<file path="src/rtl/spp_maxpool_stream.sv">
// Streaming same-size KSIZE x KSIZE max-pool over an H x W raster frame.
// Separable max: horizontal shift register, then line buffers for vertical.
module spp_maxpool_stream #(
  parameter int DATA_WIDTH = 16,
  parameter int CH         = 1,
  parameter int H          = 8,
  parameter int W          = 8,
  parameter int KSIZE      = 5
) (
  input  logic                     clk,
  input  logic                     reset,
  input  logic                     in_valid,
  output logic                     in_ready,
  input  logic [CH*DATA_WIDTH-1:0] in_data,
  output logic                     out_valid,
  input  logic                     out_ready,
  output logic [CH*DATA_WIDTH-1:0] out_data,
  output logic                     out_first,
  output logic                     out_last,
  output logic                     busy
);

  localparam int P  = (KSIZE - 1) / 2;
  localparam int NR = H + P;
  localparam int NC = W + P;
  localparam int RW = $clog2(NR + 1);
  localparam int CW = $clog2(NC + 1);
  localparam int IW = (W > 1) ? $clog2(W) : 1;
  localparam int NL = (KSIZE > 1) ? KSIZE - 1 : 1;

  localparam logic [DATA_WIDTH-1:0] PAD =
    {1'b1, {(DATA_WIDTH-1){1'b0}}};

  localparam logic [1:0] S_IDLE    = 2'd0;
  localparam logic [1:0] S_ACTIVE  = 2'd1;
  localparam logic [1:0] S_PAD_COL = 2'd2;
  localparam logic [1:0] S_PAD_ROW = 2'd3;

  logic [1:0]    state;
  logic [1:0]    state_nx;
  logic [RW-1:0] vr;
  logic [RW-1:0] vr_nx;
  logic [CW-1:0] vc;
  logic [CW-1:0] vc_nx;
  logic          is_real;
  logic          slot_free;
  logic          adv;
  logic          produce;
  logic          col_ok;
  logic          row_end;
  logic          frame_end;
  logic [IW-1:0] col;

  logic [CH*DATA_WIDTH-1:0] pool;

  function automatic logic [DATA_WIDTH-1:0] smax(
    input logic [DATA_WIDTH-1:0] a,
    input logic [DATA_WIDTH-1:0] b
  );
    return ($signed(a) > $signed(b)) ? a : b;
  endfunction

  assign is_real   = (vr < RW'(H)) && (vc < CW'(W));
  assign slot_free = !out_valid || out_ready;
  assign col_ok    = vc >= CW'(P);
  assign produce   = (vr >= RW'(P)) && col_ok;
  assign row_end   = vc == CW'(NC - 1);
  assign frame_end = row_end && (vr == RW'(NR - 1));
  assign col       = IW'(vc - CW'(P));

  assign in_ready = slot_free && !reset && is_real &&
                    (state == S_IDLE || state == S_ACTIVE);

  // Padding positions never take input; they run on output space alone.
  assign adv = is_real ? (in_valid && in_ready)
                       : (slot_free && state != S_IDLE);

  assign busy = (state != S_IDLE) || out_valid;

  always_comb begin
    vc_nx = row_end ? '0 : vc + CW'(1);
    vr_nx = vr;
    if (row_end) begin
      vr_nx = frame_end ? '0 : vr + RW'(1);
    end
    if (frame_end) begin
      state_nx = S_IDLE;
    end else if (vr_nx >= RW'(H)) begin
      state_nx = S_PAD_ROW;
    end else if (vc_nx >= CW'(W)) begin
      state_nx = S_PAD_COL;
    end else begin
      state_nx = S_ACTIVE;
    end
  end

  always_ff @(posedge clk) begin
    if (reset) begin
      state <= S_IDLE;
      vr    <= '0;
      vc    <= '0;
    end else if (adv) begin
      state <= state_nx;
      vr    <= vr_nx;
      vc    <= vc_nx;
    end
  end

  for (genvar k = 0; k < CH; k++) begin : g_ch
    logic [DATA_WIDTH-1:0] x;

    assign x = is_real ? in_data[k*DATA_WIDTH +: DATA_WIDTH] : PAD;

    if (KSIZE > 1) begin : g_win
      logic [DATA_WIDTH-1:0] hsr [NL];
      logic [DATA_WIDTH-1:0] lb  [NL][W];
      logic [DATA_WIDTH-1:0] hcur;
      logic [DATA_WIDTH-1:0] vcur;

      // Stale samples from the previous row, previous frame or
      // before reset are excluded by the counter-derived masks.
      always_comb begin
        hcur = x;
        for (int d = 1; d < KSIZE; d++) begin
          if (int'(vc) >= d) hcur = smax(hcur, hsr[d-1]);
        end
        vcur = hcur;
        for (int i = 0; i < KSIZE - 1; i++) begin
          if (int'(vr) > i) vcur = smax(vcur, lb[i][col]);
        end
      end

      always_ff @(posedge clk) begin
        if (adv) begin
          hsr[0] <= x;
          for (int d = 1; d < KSIZE - 1; d++) begin
            hsr[d] <= hsr[d-1];
          end
          if (col_ok) begin
            lb[0][col] <= hcur;
            for (int i = 1; i < KSIZE - 1; i++) begin
              lb[i][col] <= lb[i-1][col];
            end
          end
        end
      end

      assign pool[k*DATA_WIDTH +: DATA_WIDTH] = vcur;
    end else begin : g_pass
      assign pool[k*DATA_WIDTH +: DATA_WIDTH] = x;
    end
  end

  always_ff @(posedge clk) begin
    if (reset) begin
      out_valid <= 1'b0;
      out_first <= 1'b0;
      out_last  <= 1'b0;
      out_data  <= '0;
    end else if (adv && produce) begin
      out_valid <= 1'b1;
      out_first <= (vr == RW'(P)) && (vc == CW'(P));
      out_last  <= frame_end;
      out_data  <= pool;
    end else if (out_ready) begin
      out_valid <= 1'b0;
      out_first <= 1'b0;
      out_last  <= 1'b0;
    end
  end

endmodule
</file>
<file path="config.mk">
export PLATFORM = sky130hd
export DESIGN_NAME = spp_maxpool_stream
export DESIGN_NICKNAME = d
export VERILOG_FILES = /design/src/rtl/spp_maxpool_stream.sv
export SDC_FILE = /design/constraint.sdc
export NUM_CORES = 1
export LEC_CHECK = 0
export BUFFER_PORTS_ARGS = -buffer_cell sky130_fd_sc_hd__buf_2
export CAP_MARGIN = 25
export CORE_MARGIN = 2
export CORE_UTILIZATION = 30
export DETAILED_ROUTE_END_ITERATION = 8
export GPL_ROUTABILITY_DRIVEN = 1
export MAX_ROUTING_LAYER = met4
export SETUP_SLACK_MARGIN = 0.4
export SLEW_MARGIN = 0
export SYNTH_ARGS = -nofsm -noshare
export SYNTH_HDL_FRONTEND = slang
export SYNTH_SLANG_ARGS = --single-unit
</file>
<file path="constraint.sdc">
create_clock -name clk -period 24 [get_ports clk]
set_input_delay 1.2 -clock clk [delete_from_list [all_inputs] [get_ports clk]]
set_output_delay 1.2 -clock clk [all_outputs]
set_load 0.1 [all_outputs]
</file>
### Word-level counts from Yosys, hierarchy flattened

Memories as Yosys holds them, arrays and structs flattened.
Cells that the tools add are included.

| word-level totals | value |
|---|---|
| input port bits | 20 |
| bits in writable memories | 576 |
| logic and storage cells | 108 |
| bits in registers | 29 |
| output and inout port bits | 21 |
| memories | 2 |

| cells by class | value |
|---|---|
| bitwise gates (word level) | 1 |
| reductions and logical operators | 19 |
| muxes and demuxes | 47 |
| add/subtract/negate cells | 3 |
| eq/ne operators | 5 |
| magnitude comparators | 24 |

Memory list:

| name | words | bits a word | rd ports | clocked after Yosys merged registers in | write ports | line | source |
|---|---|---|---|---|---|---|---|
| g_ch[0].g_win.lb | 4 | 128 | 4 | 0 | 4 | 116 | `logic [DATA_WIDTH-1:0] lb [NL][W];` |
| g_ch[0].g_win.hsr | 4 | 16 | 4 | 0 | 4 | 115 | `logic [DATA_WIDTH-1:0] hsr [NL];` |

Operator list:

| cell | count |
|---|---|
| $mux 16 | 26 |
| $bmux 16 s3 | 4 |
| $gt 16x16->1 | 8 |
| $mux 128 | 1 |
| $demux 16 s3 | 1 |
| $ge 4x2->1 const B | 4 |
| $ge 4x4->1 const B | 3 |
| $mux 4 | 3 |
| $logic_and 1x1->1 | 11 |
| $mux 1 | 9 |
| $add 4x1->4 const B | 2 |
| $eq 4x2->1 const B | 2 |
| $eq 4x4->1 const B | 2 |
| $gt 4x1->1 const B | 2 |
| $gt 4x2->1 const B | 2 |
| $lt 4x4->1 const B | 2 |
| $mux 2 | 3 |
| $ge 4x1->1 const B | 1 |
| $ge 4x3->1 const B | 1 |
| $lt 4x1->1 const B | 1 |
| $not 3->4 | 1 |
| $reduce_bool 2->1 | 2 |
| $logic_or 1x1->1 | 3 |
| $sub 3x2->3 const B | 1 |
| other kinds (3) | 4 |

### Logic depth before layout (Yosys ltp)

| depth | value |
|---|---|
| depth after elaboration | 27 |
| mapped depth | 84 |
| gate-level depth less buffers | 76 |

### Worst setup path after synthesis

Ideal clock, no wire load.

| path | value |
|---|---|
| path type | input to register |
| start | input in_data[15] |
| end | register out_data[12] |
| path buffers | 8 |
| library setup time | 88 ps |
| required time | 23912 ps |
| stages on the path | 78 |
| arrival | 17839 ps |
| slack | 6072 ps |
| cell sequence | or3_1 ha_1 and4_1 and4_1 nor4_2 or2_0 buf_2 clkbuf_1 o31ai_1 and2_1 ha_1 nor2b_1 o211ai_1 a2111o_1 a31oi_1 clkbuf_1 inv_1 o31ai_1 [42 not listed] o211a_1 a21oi_2 mux2_2 inv_1 ha_1 nor2b_1 o21a_1 o21a_1 o21a_1 o21a_1 o21a_1 o21ai_0 a211oi_1 a2111oi_0 o31ai_1 and2_0 clkbuf_1 a311oi_2 |

| between the ends | value |
|---|---|
| word-level cells in the longest chain between the ends | 25 |

RTL lines:

| item | line | source |
|---|---|---|
| start, declared | 14 | `input logic [CH*DATA_WIDTH-1:0] in_data,` |
| $mux 16 * | 112 | `assign x = is_real ? in_data[k*DATA_WIDTH +: DATA_WIDTH] : PAD;` |
| $gt 16x16->1 | 60 | `return ($signed(a) > $signed(b)) ? a : b;` |
| $mux 16 | 60 |  |
| $mux 16 * | 125 | `if (int'(vc) >= d) hcur = smax(hcur, hsr[d-1]);` |
| $gt 16x16->1 | 60 |  |
| $mux 16 | 60 |  |
| $mux 16 * | 125 |  |
| $gt 16x16->1 | 60 |  |
| [5 not listed] | n/a |  |
| via g_ch[0].g_win.hcur[14] | 117 | `logic [DATA_WIDTH-1:0] hcur;` |
| [4 not listed] | n/a |  |
| $mux 16 | 60 |  |
| $mux 16 * | 129 | `if (int'(vr) > i) vcur = smax(vcur, lb[i][col]);` |
| $gt 16x16->1 | 60 |  |
| $mux 16 | 60 |  |
| $mux 16 * | 129 |  |
| $gt 16x16->1 | 60 |  |
| $mux 16 | 60 |  |
| $mux 16 * | 129 |  |
| end signal, assigned | 164 | `out_data <= pool;` |
| end, declared | 17 | `output logic [CH*DATA_WIDTH-1:0] out_data,` |

Mark *: on every way through the listed nets, which the timed path passes. The rest lies on a longest branch.
A chain may end at the register's enable or synchronous reset.

### Worst setup path in the final report

| path | value |
|---|---|
| start | register vr[3] |
| end | register out_data[6] |

| between the ends | value |
|---|---|
| word-level cells in the longest chain between the ends | 27 |
| elaborated cells between the ends (all ways) | 38 |
| those cells by class | order compare: 14; mux: 18; reduce/logical: 6 |

RTL lines:

| item | line | source |
|---|---|---|
| start, declared | 41 | `logic [RW-1:0] vr;` |
| start signal, assigned | 104 | `vr <= vr_nx;` |
| $lt 4x4->1 * | 63 | `assign is_real = (vr < RW'(H)) && (vc < CW'(W));` |
| $logic_and 1x1->1 * | 63 |  |
| $mux 16 * | 112 |  |
| via g_ch[0].x[11] | 110 | `logic [DATA_WIDTH-1:0] x;` |
| $gt 16x16->1 | 60 |  |
| $mux 16 | 60 |  |
| $mux 16 * | 125 |  |
| $gt 16x16->1 | 60 |  |
| [8 not listed] | n/a |  |
| via g_ch[0].g_win.hcur[0] | 117 |  |
| [4 not listed] | n/a |  |
| $mux 16 | 60 |  |
| $mux 16 * | 129 |  |
| $gt 16x16->1 | 60 |  |
| $mux 16 | 60 |  |
| $mux 16 * | 129 |  |
| $gt 16x16->1 | 60 |  |
| $mux 16 | 60 |  |
| $mux 16 * | 129 |  |

Marks and branches as above.

==> flow_summary.rst <==
.. list-table::
   :header-rows: 1

   * - Metric
     - Value
   * - Slew Limit Fails
     - 0
   * - Via count of the first global-routing pass
     - 15949
   * - Final cycle utilization of the critical path
     - 87.0%
   * - Min Clock Period, post-route
     - 20.88 ns
   * - Die extent in y
     - 308 um
   * - Met3 track demand over resource in global routing
     - 2.15%
   * - Number of flops mapped to enable cells by yosys
     - 576
   * - Global route overflow
     - 0
   * - Area fraction of the dominant cell type after synthesis
     - 62.6%
   * - Post-CTS setup buffers
     - 0
   * - Clock slew seen by the registers of the worst setup and hold paths
     - 0.07 ns
   * - Busiest layer in global routing
     - met2
   * - Post-detail-place hpwl
     - 38.9 mm
   * - Count of pins on the block boundary
     - 41
   * - Worst-case clock buffer depth
     - 3
   * - Antenna Nets Post-Route
     - 0
   * - Dominant combinational cell family by area after synthesis
     - multiplexers
   * - Core footprint
     - 0.0915 mm2
   * - Count of unique library cells instantiated by Yosys
     - 76
   * - Site Rows
     - 111
   * - Die ar.
     - 0.0946 mm2
   * - Initial Util
     - 30.2%
   * - # hold bufs at CTS
     - 0
   * - Cell type group with the largest total delay on the critical path
     - compound AO/OA/AOI/OAI gates
   * - Status
     - finished clean
   * - Xor and xnor area share after synthesis
     - 0.0317%
   * - Ys async rst share
     - 0%
   * - CP most frequent cell
     - sky130_fd_sc_hd__ha_1
   * - Clock sink count
     - 605
   * - Count of buffer and inverter cells on the critical path
     - 6
   * - Average cell area after synthesis
     - 16.3 um2
   * - Area contributors post-synth
     - sky130_fd_sc_hd__edfxtp_1, sky130_fd_sc_hd__mux4_2, sky130_fd_sc_hd__ha_1
   * - Largest net degree at the start of global routing
     - 117
   * - Vias per Instance
     - 5.06
   * - Final RePlAce weighted congestion
     - 0.867
   * - Clock tree skew after final layout
     - 0.0352 ns
   * - Post-synth net total
     - 1852
   * - Detailed-router iteration count before antenna repair
     - 6
   * - Resized Gates After CTS
     - 0
   * - Kind of launch point of the worst setup path
     - flop
   * - Final design instance area without fill
     - 0.0312 mm2
   * - Root cell of the clock tree
     - sky130_fd_sc_hd__clkbuf_16
   * - Sequential area share after synthesis
     - 64.7%
   * - Post-synthesis share of cell area spent on full adders, half adders and majority gates
     - 6.20%
   * - Maxcap violations
     - 0
   * - Routed vias
     - 15089
   * - Gr usage total
     - 13.6%
   * - Routed wirelength normalized by instance count
     - 20.9 um
   * - DRC errors left
     - 0
   * - Primary FF master, synth
     - sky130_fd_sc_hd__edfxtp_1
   * - Path class of the lowest-slack min-delay path
     - reg2reg
   * - Arrival time of data at the critical path endpoint
     - 21.43 ns
   * - Placed instance area
     - 0.0293 mm2
   * - Synth warn
     - 0
   * - Required time at the endpoint of the critical path
     - 24.55 ns
   * - Leakage power
     - 0.0106 uW
   * - 1st-iter DRT viols
     - 1318
   * - Initial antenna violation count
     - 0
   * - Count of final setup violators
     - 0
   * - Worst skew pair latency
     - 0.65 ns
   * - Unrepaired setup endpoints after global routing
     - no
   * - Proportion of synthesized area in mux cells
     - 15.6%
   * - Highest clock rate
     - 0.0479 GHz
   * - Port Buffers
     - 40
   * - Post-Place Setup Slack
     - 2.77 ns
   * - Area share of and/or/nand/nor cells after synthesis
     - 5.40%
   * - Critical Path Sink Type
     - flop
   * - Gate Count Post-Synth
     - 1695
   * - Fraction of final layout cells sized beyond drive strength 1
     - 20.6%
   * - Final cell utilization of the core
     - 34.1%
   * - Routing usage on met1
     - 18.2%
   * - Clock buffer count from CTS
     - 57
   * - Cell type with the highest aggregate area in the netlist
     - sky130_fd_sc_hd__edfxtp_1
   * - Least-Margin Pin Slew
     - 1.09 ns
   * - Areal power density over the cells
     - 74.7 mW/mm2
   * - Area fraction in compound gates after synthesis
     - 5.41%
   * - Worst Setup Slack, final
     - 3.12 ns
   * - Global-route wire length before repair
     - 95.8 mm
   * - Type of the setup path with the least slack
     - reg2reg
   * - Slack of the worst reg-to-reg path
     - 3.12 ns
   * - Library cell contributing the largest single delay on the critical path
     - sky130_fd_sc_hd__o221ai_2
   * - Synthesis-stage register bit count
     - 605
   * - CP max stage delay
     - 0.83 ns
   * - Met2 Track Usage GR
     - 21.8%
   * - Post-synth design cell area
     - 0.0276 mm2
   * - Final hold violation count
     - 0
   * - CP Max Fanout
     - 27
   * - Max VDD drop
     - 0.0580 mV
   * - Wirelength, routed
     - 62.3 mm
   * - Setup total negative slack
     - 0 ns
   * - Max-Slew Margin vs Limit
     - 27.2%
   * - Number of inserted diodes
     - 0
   * - H-Tree Level Count
     - 2
   * - TritonCTS clock tree
     - built
   * - Die W
     - 308 um
   * - Number of nets in the layout
     - 1908
   * - Design Power
     - 2330 uW
   * - Post-synthesis to final-layout area growth
     - 12.8%
==> Yosys cell counts (all sizes together), types with 3 or more instances <==
cell type,number
and3,10
ha,137
a311oi,14
nand3,19
o211ai,4
or2,6
o31ai,17
a21oi,44
o311ai,3
nor2b,8
o21a,9
edfxtp,576
a31oi,20
nand2,79
nor2,49
nand2b,19
buf,28
nand3b,5
or3,4
mux2,68
o211a,3
nor3,9
a211oi,12
o21ai,19
inv,130
nand4,42
dfxtp,29
and4,8
a21o,20
mux2i,64
nor4,5
o22ai,16
clkbuf,36
and2,20
mux4,128
o21bai,4
o31a,3
==> flip-flops by register name (all words and copies together) (netlist names), 2 cells and up <==
name	flops
vr	4
g_ch.g_win.hsr	64
g_ch.g_win.lb	512
vc	4
state	2
out_data	16
==> where the power goes <==
group | switching (uW) | internal (uW) | leakage (uW)
combinational | 147 | 93.7 | 0.00428
sequential | 6.33 | 1180 | 0.00544
clock | 400 | 506 | 0.000901
total | 554 | 1780 | 0.0106
==> path summary, 6_finish.rpt <==
kind         startpoint     endpoint  depth (start not counted)
max               vr[3]  out_data[6]                         74
min           out_first    out_first                          2
max reg2reg       vr[3]  out_data[6]                         74
min reg2reg   out_first    out_first                          2
==> cells in the final DEF, fill, tap and decap left out, drive strengths merged, types with 9 or more instances in the layout <==
cell      n
and3     10
a31oi    20
a21o     20
o21a      9
mux2     68
clkbuf   68
nand4    42
nor3      9
o22ai    16
clkinv   24
a211oi   12
a311oi   14
buf      61
mux4    128
o21ai    19
a21oi    44
nor2     49
and2     20
nand2    79
mux2i    64
ha      137
edfxtp  576
dfxtp    29
o31ai    17
inv     133
nand3    19
nand2b   19
==> metal layers <==
metal | vias to the layer above | routed length (um) | part of all wire (%)
li1 | 6845 | - | -
met1 | 7758 | 27900 | 45
met2 | 395 | 30000 | 48
met3 | 91 | 3070 | 4.9
met4 | 0 | 1240 | 2.0
met5 | - | 0 | 0
==> cell type report <==
| cell class | instances | area (um2) |
|---|---|---|
| Clock buffer | 68 | 1480 |
| Fill cell | 8596 | 60300 |
| Timing Repair Buffer | 61 | 374 |
| Clock inverter | 35 | 382 |
| Inverter | 131 | 492 |
| Multi-Input combinational cell | 895 | 9100 |
| Tap cell | 1186 | 1480 |
| Sequential cell | 605 | 17900 |
==> metrics by stage <==
step | cells | hold slack, ns
floorplan | 1695 | 0.440
global route | 2981 | 0.484
global placement | 2876 | 0.461
finish | 2981 | 0.467
detailed placement | 2876 | 0.461
CTS | 2979 | 0.470
==> kinds of logic after synthesis <==
family	count (synthesis)
AO/OA/AOI/OAI	209
XOR/XNOR	1
adder cells (fa/ha/maj)	137
buffers and inverters	195
flip-flops	605
multiplexers	260
AND/OR/NAND/NOR	288
==> tightest hold or removal path, cell delays in order (launching register included) <==
cell	delay [ns]
sky130_fd_sc_hd__dfxtp_1	0.31
sky130_fd_sc_hd__nand3_1	0.06
sky130_fd_sc_hd__a21oi_1	0.06
No activity file was read; power rests on OpenSTA's default activity.
